<file path="src/rtl/octree_anchor_updater.sv">
// octree_anchor_updater
// Handles the controller's add/delete requests. Each request reads one octree
// node word {child_mask[7:0], anchor_cnt}, updates the addressed child slot and
// the anchor counter, writes the word back, and then returns a done pulse.
// Optional build macro: OCTREE_UPD_FREE_EN. When it is defined, a delete that
// empties the child mask writes an all-zero word and pulses node_free.
module octree_anchor_updater #(
   parameter int ADDR_W = 12,
   parameter int CNT_W  = 8,
   parameter int RD_LAT = 1,
   localparam int DATA_W = 8 + CNT_W
) (
   input  logic              clk,
   input  logic              rst,
   input  logic              add_anchor,
   input  logic              del_anchor,
   input  logic [ADDR_W-1:0] node_addr,
   input  logic [2:0]        child_idx,
   output logic              add_done,
   output logic              del_done,
   output logic              upd_err,
   output logic              busy,
   output logic              mem_req,
   output logic              mem_we,
   output logic [ADDR_W-1:0] mem_addr,
   output logic [DATA_W-1:0] mem_wdata,
   input  logic [DATA_W-1:0] mem_rdata,
   output logic              node_free
);

   localparam int LAT_W = $clog2(RD_LAT + 1);

   typedef enum logic [2:0] {IDLE, READ, WAIT, WRITE, DONE} state_t;

   state_t              r_state;
   logic [LAT_W-1:0]    r_waitCnt;
   logic [ADDR_W-1:0]   r_addr;
   logic [2:0]          r_idx;
   logic                r_isDel;
   logic                r_addDone;
   logic                r_delDone;
   logic                r_updErr;
   logic                r_busy;
   logic                r_memReq;
   logic                r_memWe;
   logic [ADDR_W-1:0]   r_memAddr;
   logic [DATA_W-1:0]   r_memWdata;

   state_t              w_nextState;
   logic [LAT_W-1:0]    w_nextWaitCnt;
   logic                w_accept;
   logic                w_addDone;
   logic                w_delDone;
   logic                w_updErr;
   logic                w_memReq;
   logic                w_memWe;
   logic [ADDR_W-1:0]   w_memAddr;
   logic [DATA_W-1:0]   w_memWdata;

   logic [7:0]          w_oldMask;
   logic [CNT_W-1:0]    w_oldCnt;
   logic [7:0]          w_childBit;
   logic                w_slotUsed;
   logic                w_legal;
   logic [7:0]          w_newMask;
   logic [CNT_W-1:0]    w_newCnt;
   logic [DATA_W-1:0]   w_newWord;

   // Apply the add/delete rule to the word arriving from SRAM
   always_comb begin
      w_oldMask  = mem_rdata[DATA_W-1:CNT_W];
      w_oldCnt   = mem_rdata[CNT_W-1:0];
      w_childBit = 8'(1) << r_idx;
      w_slotUsed = |(w_oldMask & w_childBit);
      w_legal    = r_isDel ? w_slotUsed : !w_slotUsed;
      if (r_isDel) begin
         w_newMask = w_oldMask & ~w_childBit;
         w_newCnt  = (w_oldCnt == '0) ? '0 : (w_oldCnt - CNT_W'(1));
      end else begin
         w_newMask = w_oldMask | w_childBit;
         w_newCnt  = (&w_oldCnt) ? w_oldCnt : (w_oldCnt + CNT_W'(1));
      end
      w_newWord = {w_newMask, w_newCnt};
`ifdef OCTREE_UPD_FREE_EN
      if (r_isDel && (w_newMask == 8'h00)) begin
         w_newWord = '0;
      end
`endif
   end

   // Next state and next values of all registered outputs
   always_comb begin
      w_nextState   = r_state;
      w_nextWaitCnt = r_waitCnt;
      w_accept      = 1'b0;
      w_addDone     = 1'b0;
      w_delDone     = 1'b0;
      w_updErr      = 1'b0;
      w_memReq      = 1'b0;
      w_memWe       = 1'b0;
      w_memAddr     = r_memAddr;
      w_memWdata    = r_memWdata;
      case (r_state)
         IDLE: begin
            if (add_anchor ^ del_anchor) begin
               w_accept    = 1'b1;
               w_nextState = READ;
               w_memReq    = 1'b1;
               w_memAddr   = node_addr;
            end else if (add_anchor && del_anchor) begin
               w_updErr = 1'b1;
            end
         end
         READ: begin
            w_nextState   = WAIT;
            w_nextWaitCnt = LAT_W'(RD_LAT);
         end
         WAIT: begin
            if (r_waitCnt == LAT_W'(1)) begin
               if (w_legal) begin
                  w_nextState = WRITE;
                  w_memReq    = 1'b1;
                  w_memWe     = 1'b1;
                  w_memAddr   = r_addr;
                  w_memWdata  = w_newWord;
               end else begin
                  w_nextState = DONE;
                  w_addDone   = !r_isDel;
                  w_delDone   = r_isDel;
                  w_updErr    = 1'b1;
               end
            end else begin
               w_nextWaitCnt = r_waitCnt - LAT_W'(1);
            end
         end
         WRITE: begin
            w_nextState = DONE;
            w_addDone   = !r_isDel;
            w_delDone   = r_isDel;
         end
         DONE: begin
            w_nextState = IDLE;
         end
         default: begin
            w_nextState = IDLE;
         end
      endcase
   end

   // State register, command latch and output registers
   always_ff @(posedge clk or posedge rst) begin
      if (rst) begin
         r_state    <= IDLE;
         r_waitCnt  <= '0;
         r_addr     <= '0;
         r_idx      <= '0;
         r_isDel    <= 1'b0;
         r_addDone  <= 1'b0;
         r_delDone  <= 1'b0;
         r_updErr   <= 1'b0;
         r_busy     <= 1'b0;
         r_memReq   <= 1'b0;
         r_memWe    <= 1'b0;
         r_memAddr  <= '0;
         r_memWdata <= '0;
      end else begin
         r_state    <= w_nextState;
         r_waitCnt  <= w_nextWaitCnt;
         if (w_accept) begin
            r_addr  <= node_addr;
            r_idx   <= child_idx;
            r_isDel <= del_anchor;
         end
         r_addDone  <= w_addDone;
         r_delDone  <= w_delDone;
         r_updErr   <= w_updErr;
         r_busy     <= (w_nextState != IDLE);
         r_memReq   <= w_memReq;
         r_memWe    <= w_memWe;
         r_memAddr  <= w_memAddr;
         r_memWdata <= w_memWdata;
      end
   end

`ifdef OCTREE_UPD_FREE_EN
   logic r_nodeFree;
   logic w_nodeFree;

   // A delete can only reach WRITE with an empty mask when it freed the node
   always_comb begin
      w_nodeFree = (r_state == WRITE) && r_isDel && (r_memWdata[DATA_W-1:CNT_W] == 8'h00);
   end

   // node_free pulses together with del_done
   always_ff @(posedge clk or posedge rst) begin
      if (rst) begin
         r_nodeFree <= 1'b0;
      end else begin
         r_nodeFree <= w_nodeFree;
      end
   end

   assign node_free = r_nodeFree;
`else
   assign node_free = 1'b0;
`endif

   assign add_done  = r_addDone;
   assign del_done  = r_delDone;
   assign upd_err   = r_updErr;
   assign busy      = r_busy;
   assign mem_req   = r_memReq;
   assign mem_we    = r_memWe;
   assign mem_addr  = r_memAddr;
   assign mem_wdata = r_memWdata;

endmodule

</file>
<file path="config.mk">
export PLATFORM = sky130hd
export DESIGN_NAME = octree_anchor_updater
export DESIGN_NICKNAME = d
export VERILOG_FILES = /design/src/rtl/octree_anchor_updater.sv
export SDC_FILE = /design/constraint.sdc
export NUM_CORES = 1
export LEC_CHECK = 0
export CORE_UTILIZATION = 55
export CTS_BUF_LIST = sky130_fd_sc_hd__clkbuf_8
export DETAILED_ROUTE_END_ITERATION = 10
export GPL_TIMING_DRIVEN = 0
export PLACE_DENSITY_LB_ADDON = 0.25
export SYNTH_ARGS = -nofsm -noshare
export SYNTH_HDL_FRONTEND = slang
export SYNTH_SLANG_ARGS = --single-unit
</file>
<file path="constraint.sdc">
create_clock -name clk -period 4.15 [get_ports clk]
set_input_delay 0.83 -clock clk [delete_from_list [all_inputs] [get_ports clk]]
set_output_delay 0.83 -clock clk [all_outputs]
set_load 0.02 [all_outputs]
</file>
==> results_dict.tcl, run 1 <==
set metrics [dict create \
    syn_avg_cell_area_um2 10.4 \
    cp_slowest_stage_delay_ps 490 \
    dr_total_vias 2345 \
    drive_gt1_share_pct 12.8 \
    worst-path-max-fanout 10 \
    clkTransAtPathRegs_ps 110 \
    cp.required_ps 4370 \
    ys.flop_type "dfrtp_1" \
    cts_resized 0 \
    io_pins 70 \
    cts.sinks 54 \
    crit_arrival_ps 3340 \
    die_w_um 74.6 \
    htreeDepth 2 \
    grt_max_degree 40 \
    syn-num-nets 318 \
    synthesis.area_um2 2900 \
    grt_pass1_vias 2171 \
    finish.net_count 391 \
    crit_chain "clkdlybuf4s50_1, mux4_2, mux2_2, ha_1, nand4_1, inv_1, buf_4, o311ai_0, o21a_1" \
    cap_violations 0 \
    path_delay_family "multiplexers" \
    cts_setup_buffers 0 \
    numCtsBuffers 5 \
    dp_slack_ps 725 \
    maxSlewViolCount 0 \
    yosys.cell_count.top_type "dfrtp_1" \
    drt_iter0_drc 180 \
    start_util_pct 57.1 \
    die_area_um2 5560 \
    synthArstFlopShare_pct 100 \
    maxSlewHeadroom_pct 48.6 \
    antenna_found_initial 0 \
    switching_share_pct 39.9 \
    ys.warnings.count 0 \
    syn2layout_area_growth_pct 30.1 \
    overflow 0 \
    synthCells 278 \
    dieHeight_um 74.6 \
    drt-total-wl_mm 6.35 \
    num_antenna_cells 0 \
    cpMaxStageDelayCell "mux4_2" \
    synthTopCellsByArea "dfrtp_1 47%, mux2i_1 6.6%, mux2_4 4.1%" \
    hold_violations 0 \
    core_um2 5070 \
    routabilityCongestion 0.895 \
    synth-edff-count 0 \
    cp-end-kind "register" \
    cts_tree "yes" \
    period_minus_slack_ps 3120 \
    drc 0 \
    wl_per_cell_um 15.1 \
    grt_first_pass_wirelength_mm 10.1 \
    worst_slack_ps 1030 \
    clock_power_share_pct 13.3 \
    fin_setup_tns_ps 0 \
    powerDensity_nw_per_um2 735 \
    cts_hold_buf 0 \
    crit_buf_inv 3 \
    fp-row-count 26 \
    p_total_uw 2770 \
    antenna_left 0 \
    max_freq_mhz 321 \
    peakVddDrop_mv 0.463 \
    final_area_um2 3770 \
    power.leakage_uw 0.00159 \
    postPlaceCellArea_um2 3650 \
    setup_viol 0 \
    dr.pass1.iters 4 \
    fin_worst_skew_ps 12.5 \
    synth_top_area_cell "dfrtp_1" \
    rsz0062_at_grt "no" \
    synthTopCellsByCount "54 x dfrtp_1, 30 x nand2_1, 19 x mux2i_1" \
    via_per_inst 5.56 \
    ys_seq_elements 54 \
    clk_path_buf_depth 2 \
    p_sw_uw 1100 \
    p_int_uw 1660 \
    grt_usage_pct 24.3 \
    tightest_slew_ps 768 \
    detailed_place_hpwl_mm 4.54 \
    pwr-share-comb_pct 53.8 \
    status "finished, final reports clean" \
    ys_types 50 \
    worstSkewPairLatency_ps 320 \
    hold_path.class "register to register" \
    p_seq_share_pct 32.9 \
    port_buffers 65 \
    startpoint_type "input pin" \
    criticalPathCategory "input pin to register" \
    cts-root-buf "clkbuf_8" \
    synth-seq-area-share_pct 46.7 \
    fin_crit_sh_pct 75.1 \
    yosysTopAreaCellShare_pct 46.7 \
]
==> path summary, 6_finish.rpt <==
check / startpoint / to / slack [ps] / cells past startpoint
setup / recovery: mem_rdata[15] / mem_wdata[14] / 1030 / 9
hold / removal: mem_wdata[6] / mem_wdata[6] / 480 / 2
setup reg to reg: r_idx[2] / mem_wdata[14] / 1400 / 9
hold reg to reg: mem_wdata[6] / mem_wdata[6] / 480 / 2
max in group asynchronous: rst / r_addr[7] / 2830 / 3
min in group asynchronous: rst / mem_wdata[10] / 790 / 2
==> state kept, by name, summed over array words and instances, names as in the netlist, 3 cells and up <==
signal / cells
mem_wdata: 16
r_state: 3
mem_addr: 12
r_idx: 3
r_addr: 12
==> cells by family after synthesis <==
group | after synthesis | share of synthesized area [%]
multiplexers | 37 | 15.4
AND/OR/NAND/NOR | 84 | 15.2
other | 1 | 0.129
buffers and inverters | 30 | 5.36
AO/OA/AOI/OAI | 65 | 14.5
flip-flops | 54 | 46.7
adder cells (fa/ha/maj) | 5 | 2.16
XOR/XNOR | 2 | 0.605
==> worst register-to-register path, cell delays in order (launching register included) <==
cell      delay, ps
dfrtp_1         390
clkbuf_1        330
mux4_2          370
mux2_2          310
ha_1            370
nand4_1         260
inv_1           140
buf_4           180
o311ai_0        160
o21a_1          150
==> placed cells by master (no fill, tap or decap), types with 7 or more instances in the layout <==
master / netlist / layout
a21oi_1: 8 / 8
nand2_1: 30 / 30
inv_1: 8 / 7
o21ai_0: 17 / 17
o21ai_1: 12 / 12
dfrtp_1: 54 / 54
mux2i_1: 19 / 19
clkdlybuf4s50_1: 0 / 65
clkbuf_1: 9 / 9
mux2_4: 8 / 8
nand3_1: 8 / 8
nor2_1: 17 / 17
mux2_2: 8 / 8
==> per-stage QoR <==
stage | hold WS (ps) | std cells | utilization (%)
after floorplan | 480 | 278 | -
after global placement | 461 | 413 | 71.6
after detailed placement | 467 | 414 | 72.0
after CTS | 490 | 422 | 74.2
after global routing | 519 | 422 | 74.2
final | 484 | 422 | 74.2
==> final cells by class <==
type                       instances  area [µm²]
multi-input combinational        194        1390
sequential                        54        1350
fill                             393        1310
timing repair buffer              66         671
buffer                            22         125
tap                               70        87.6
clock buffer                       5        68.8
clock inverter                     3        43.8
inverter                           8        30.0
==> routing by layer <==
layer  track usage [%]  part of all wire [%]  vias up
met3              5.96                   5.4        9
met2              39.4                    49       70
li1                  -                     -     1131
met1              31.6                    44     1135
met5                 0                     0        -
met4              9.01                   1.5        0
==> power groups by stage <==
stage               clock [µW]  sequential, µW  combinational, µW
floorplan                    0            1080                793
global placement             0             909               1450
detailed placement           0             917               1490
CTS                        373             910               1500
global route               390             936               1630
finish                     369             910               1490
No activity file was read; power rests on OpenSTA's default activity.
==> run 2, diff against run 1 <==
--- a/config.mk
+++ b/config.mk
@@ -5,7 +5,7 @@
 export SDC_FILE = /design/constraint.sdc
 export NUM_CORES = 1
 export LEC_CHECK = 0
-export CORE_UTILIZATION = 55
+export CORE_UTILIZATION = 46
 export CTS_BUF_LIST = sky130_fd_sc_hd__clkbuf_8
 export DETAILED_ROUTE_END_ITERATION = 10
 export GPL_TIMING_DRIVEN = 0
==> constraint.sdc (replaced) <==
create_clock -name clk -period 2.55 [get_ports clk]
set_input_delay 0.51 -clock clk [delete_from_list [all_inputs] [get_ports clk]]
set_output_delay 0.51 -clock clk [all_outputs]
set_load 0.02 [all_outputs]
==> run 2 against run 1 <==
Against the previous run:
- critical path depth shrank 1
- critical endpoint unchanged
- wire length is 1.1% lower
- sequential share of layout area is 0.63 points lower
- non-clock buffer count up 3
- sequential power increased by 63%
- setup slack worse by 870 ps
==> results_dict.tcl, run 2 (synthesized netlist as in run 1, its figures left out) <==
set metrics [dict create \
    status "finished, final reports clean" \
    clock_power_share_pct 10.6 \
    layout_common_cells "57 x clkdlybuf4s50_1, 54 x dfrtp_1, 30 x nand2_1" \
    antenna_left 0 \
    crit_arrival_ps 2590 \
    switching_share_pct 39.9 \
    timing.rr.end "mem_wdata[14]" \
    rsz0062_at_grt "no" \
    n_fill_cell 492 \
    powerDensity_nw_per_um2 1170 \
    p_seq_share_pct 33.0 \
    p_int_uw 2700 \
    cts_tree "yes" \
    maxSlewViolCount 0 \
    worst-path-max-fanout 4 \
    wl_per_cell_um 14.6 \
    port_buffers 65 \
    power.leakage_uw 0.00168 \
    grt_first_pass_wirelength_mm 10.2 \
    layout_commonest_cell "clkdlybuf4s50_1" \
    peakVddDrop_mv 0.707 \
    via_per_inst 5.50 \
    dr_total_vias 2367 \
    maxSlewHeadroom_pct 49.8 \
    fin_crit_sh_pct 93.6 \
    r2r_start "r_idx[1]" \
    cp.required_ps 2760 \
    final_area_um2 3830 \
    antenna_found_initial 0 \
    startpoint_type "register" \
    detailed_place_hpwl_mm 4.48 \
    reg2reg_depth 8 \
    worstSkewPairLatency_ps 300 \
    dr.pass1.iters 4 \
    multi_input_area_um2 1410 \
    grt_max_degree 34 \
    setup_viol 0 \
    drt_iter0_drc 86 \
    timing.hold.ws_ps 490 \
    clk_path_buf_depth 2 \
    hold_violations 0 \
    largest_register_ffs 16 \
    hold_path.class "register to register" \
    grt_pass1_vias 2204 \
    drt-total-wl_mm 6.28 \
    regToRegSetupSlack_ps 160 \
    overflow 0 \
    syn2layout_area_growth_pct 32.4 \
    io_pins 70 \
    fp-row-count 28 \
    postPlaceCellArea_um2 3660 \
    core_um2 5990 \
    crit_start "r_idx[1]" \
    cp-end-kind "register" \
    cp-endpoint "mem_wdata[14]" \
    regArea_um2 1350 \
    fin_worst_skew_ps 4.12 \
    grt_usage_pct 20.1 \
    cts_hold_buf 0 \
    cts-root-buf "clkbuf_8" \
    die_area_um2 6620 \
    num_antenna_cells 0 \
    max_freq_mhz 419 \
    pwr-share-comb_pct 56.4 \
    start_util_pct 48.4 \
    finish.net_count 394 \
    cap_violations 0 \
    period_minus_slack_ps 2390 \
    drc 0 \
    tightest_slew_ps 750 \
    htreeDepth 2 \
    die_w_um 81.4 \
    routabilityCongestion 0.858 \
    cts.sinks 54 \
    numCtsBuffers 5 \
    post-route-util_pct 64.0 \
    clkTransAtPathRegs_ps 100 \
    drive_gt1_share_pct 14.6 \
    dieHeight_um 81.4 \
    criticalPathCategory "register to register" \
    p_sw_uw 1790 \
]
==> run 2: cell count changes in the layout (fill, tap and decap cells not counted), sizes merged <==
cell / delta
clkbuf: -2
buf: +5
clkdlybuf4s50: -8
clkinv: +1
bufinv: -1
dlymetal6s2s: +8
==> run 2: how the worst min path moves through the flow <==
stage               endpoint          start  slack (ps)  depth (start not counted)
2_1_floorplan      r_addr[0]      r_addr[0]         480                          1
3_3_place_gp    mem_wdata[6]   mem_wdata[6]         460                          2
3_5_place_dp    mem_wdata[9]   mem_wdata[9]         470                          2
4_1_cts         mem_wdata[9]   mem_wdata[9]         500                          2
5_1_grt        mem_wdata[14]  mem_wdata[14]         530                          1
6_report        mem_wdata[9]   mem_wdata[9]         490                          2
==> run 2: power by group through the flow <==
stage                     Combinational [µW]  Clock, µW  Sequential [µW]
after floorplan                         1290          0             1760
after global placement                  2380          0             1490
after detailed placement                2430          0             1490
after CTS                               2540        490             1490
after global routing                    2770        526             1520
final                                   2530        476             1480
==> run 2: repair_timing <==
item,CTS,global route
endpoints found under the setup margin,30,22
pin swaps,1,1
buffers inserted,3,0
cloned,0,0
gates resized for setup,6,17
==> run 2: layer usage <==
metal	GRT usage (%)	routed length, µm	up-vias
li1	-	-	1144
met4	5.89	72	0
met1	27.3	2890	1147
met2	31.9	2990	68
met3	4.49	329	8
met5	0	0	-
==> run 2: cell type report <==
class,instances,share of cell area (%)
multi-input combinational,194,36.7
timing repair buffer,69,18.9
inverter,8,0.783
sequential,54,35.2
buffer,22,3.69
clock inverter,3,0.457
tap,75,2.45
clock buffer,5,1.79
==> run 2: critical path, cell delays in order, from the launching register on <==
cell	delay (ps)
dfrtp_1	420
mux4_2	530
mux2_4	310
ha_4	290
nand4_1	220
inv_2	120
buf_6	120
o311ai_0	120
o21a_1	140
==> run 2: through the flow <==
step	setup slack [ps]	instances	TNS (ps)	total power, µW
after global routing	70.4	430	0	4820
after CTS	15.6	430	0	4510
after global placement	-456	418	-25940	3860
after detailed placement	-522	419	-14530	3920
final	163	430	0	4490
after floorplan	223	278	0	3050
==> run 3, diff against run 2 <==
--- a/config.mk
+++ b/config.mk
@@ -9,7 +9,7 @@
 export CTS_BUF_LIST = sky130_fd_sc_hd__clkbuf_8
 export DETAILED_ROUTE_END_ITERATION = 10
 export GPL_TIMING_DRIVEN = 0
-export PLACE_DENSITY_LB_ADDON = 0.25
+export PLACE_DENSITY = 0.84
 export SYNTH_ARGS = -nofsm -noshare
 export SYNTH_HDL_FRONTEND = slang
 export SYNTH_SLANG_ARGS = --single-unit
==> run 3 against run 2 <==
Against the previous run:
- combinational power about the same
- clock power up 18%
- via count up 0.84%
- die area unchanged
- critical endpoint is now mem_wdata[1]
- largest power group unchanged
- highest routed layer unchanged
==> results_dict.tcl, run 3 (synthesized netlist as in run 1, its figures left out) <==
set metrics [dict create \
    cpMaxStageDelayCell "mux4_2" \
    cp.required_ps 2750 \
    finish.net_count 396 \
    grt_max_degree 29 \
    dr_total_vias 2387 \
    worstSkewPairLatency_ps 310 \
    n_fill_cell 504 \
    antenna_found_initial 0 \
    crit_arrival_ps 2630 \
    drive_gt1_share_pct 15.4 \
    core_um2 5990 \
    cts-root-buf "clkbuf_8" \
    cts_tree "yes" \
    dp_cells 419 \
    cp-end-kind "register" \
    worst-path-max-fanout 4 \
    period_minus_slack_ps 2430 \
    fp-row-count 28 \
    criticalPathCategory "input pin to register" \
    maxSlewHeadroom_pct 47.4 \
    p_total_uw 4620 \
    postPlaceCellArea_um2 3660 \
    die_area_um2 6620 \
    num_antenna_cells 0 \
    wl_per_cell_um 15.0 \
    startpoint_type "input pin" \
    routabilityCongestion 0.915 \
    instances_no_fill 432 \
    layout_commonest_cell "clkdlybuf4s50_1" \
    grt_pass1_vias 2345 \
    antenna_left 0 \
    rsz0062_at_grt "no" \
    hold_violations 0 \
    cts.sinks 54 \
    setup_viol 0 \
    htreeDepth 2 \
    clkTransAtPathRegs_ps 100 \
    crit_buf_inv 4 \
    path_delay_family "multiplexers" \
    final_area_um2 3840 \
    powerDensity_nw_per_um2 1200 \
    via_per_inst 5.53 \
    start_util_pct 48.4 \
    grt_usage_pct 21.3 \
    largest_register_ffs 16 \
    crit_chain "dlygate4sd2_1, mux4_2, mux2_4, ha_4, nand4_1, inv_2, buf_6, buf_4, o21ai_0, o22a_1" \
    cts_hold_buf 0 \
    io_pins 70 \
    port_buffers 65 \
    layout_common_cells "57 x clkdlybuf4s50_1, 54 x dfrtp_1, 30 x nand2_1" \
    maxSlewViolCount 0 \
    cap_violations 0 \
    dr.pass1.iters 4 \
    numCtsBuffers 5 \
    clk_path_buf_depth 2 \
    peakVddDrop_mv 0.680 \
    drc 0 \
    detailed_place_hpwl_mm 4.65 \
    dieHeight_um 81.4 \
    syn2layout_area_growth_pct 32.6 \
    fin_crit_sh_pct 95.2 \
    max_freq_mhz 412 \
    hold_path.class "register to register" \
    status "finished, final reports clean" \
    power.leakage_uw 0.00164 \
    tightest_slew_ps 786 \
    grt_first_pass_wirelength_mm 10.7 \
    drt-total-wl_mm 6.49 \
    die_w_um 81.4 \
    fin_worst_skew_ps 9.77 \
    drt_iter0_drc 108 \
    overflow 0 \
    cp_slowest_stage_delay_ps 470 \
]
-- run 3: cell count changes in the layout (fill, tap and decap cells not counted), sizes merged --
cell and delta:
buf +1, bufinv +1, clkbuf +1, dlygate4sd2 +7, dlymetal6s2s -7, inv -1
-- run 3: worst paths after layout --
path,startpoint,end,slack (ps),cells past startpoint
max in group asynchronous,rst,mem_wdata[3],1400,3
worst max register to register,r_idx[2],mem_wdata[1],120,10
worst min-delay path,mem_addr[1],mem_addr[1],490,2
min in group asynchronous,rst,r_addr[4],590,2
worst min register to register,mem_addr[1],mem_addr[1],490,2
worst max-delay path,mem_rdata[14],mem_wdata[1],120,10
-- run 3: worst register-to-register path, delay by kind of cell (launching register included) --
kind	cells	cell delay (ps)
AND/OR/NAND/NOR	1	210
buffers and inverters	4	550
flip-flops	1	380
AO/OA/AOI/OAI	2	260
multiplexers	2	630
adder cells (fa/ha/maj)	1	300
-- run 3: timing repair --
action                     in CTS  in global routing
setup endpoints to repair      26                 21
hold endpoints to repair        0                  0
pin swaps                       2                  2
buffers inserted                4                  1
gates resized for setup        11                  8
-- run 3: routing by layer --
metal	share of wire (%)	wire length, µm	global-route usage, %
met4	0.99	64	6.43
met1	44	2860	27.8
met5	0	0	0
met2	49	3190	35.4
met3	5.8	376	4.49
-- run 3: layout make-up --
type / count / area, µm² / area share, %
repair buffers: 71 / 718 / 18.7
plain buffers: 22 / 133 / 3.45
well taps: 75 / 93.8 / 2.44
inverters: 8 / 30.0 / 0.782
clock buffers: 5 / 68.8 / 1.79
flip-flops and latches: 54 / 1350 / 35.2
multi-input cells: 194 / 1410 / 36.6
clock inverters: 3 / 40.0 / 1.04
-- run 3: report_power, final --
| part | leakage (µW) | internal (µW) | switching [µW] |
|---|---|---|---|
| registers | 0.000656 | 1260 | 230 |
| logic | 0.000931 | 1250 | 1310 |
| clock network | 0.0000579 | 289 | 275 |
-- run 3: metrics by stage --
stage | TNS (ps) | utilization (%) | setup WS, ps | hold WS [ps]
3_5_place_dp | -13580 | 61.1 | -532 | 474
3_3_place_gp | -27290 | 60.8 | -477 | 465
6_report | 0 | 64.1 | 122 | 493
2_1_floorplan | 0 | - | 223 | 480
5_1_grt | 0 | 64.1 | 6.31 | 522
4_1_cts | 0 | 63.8 | 1.34 | 495
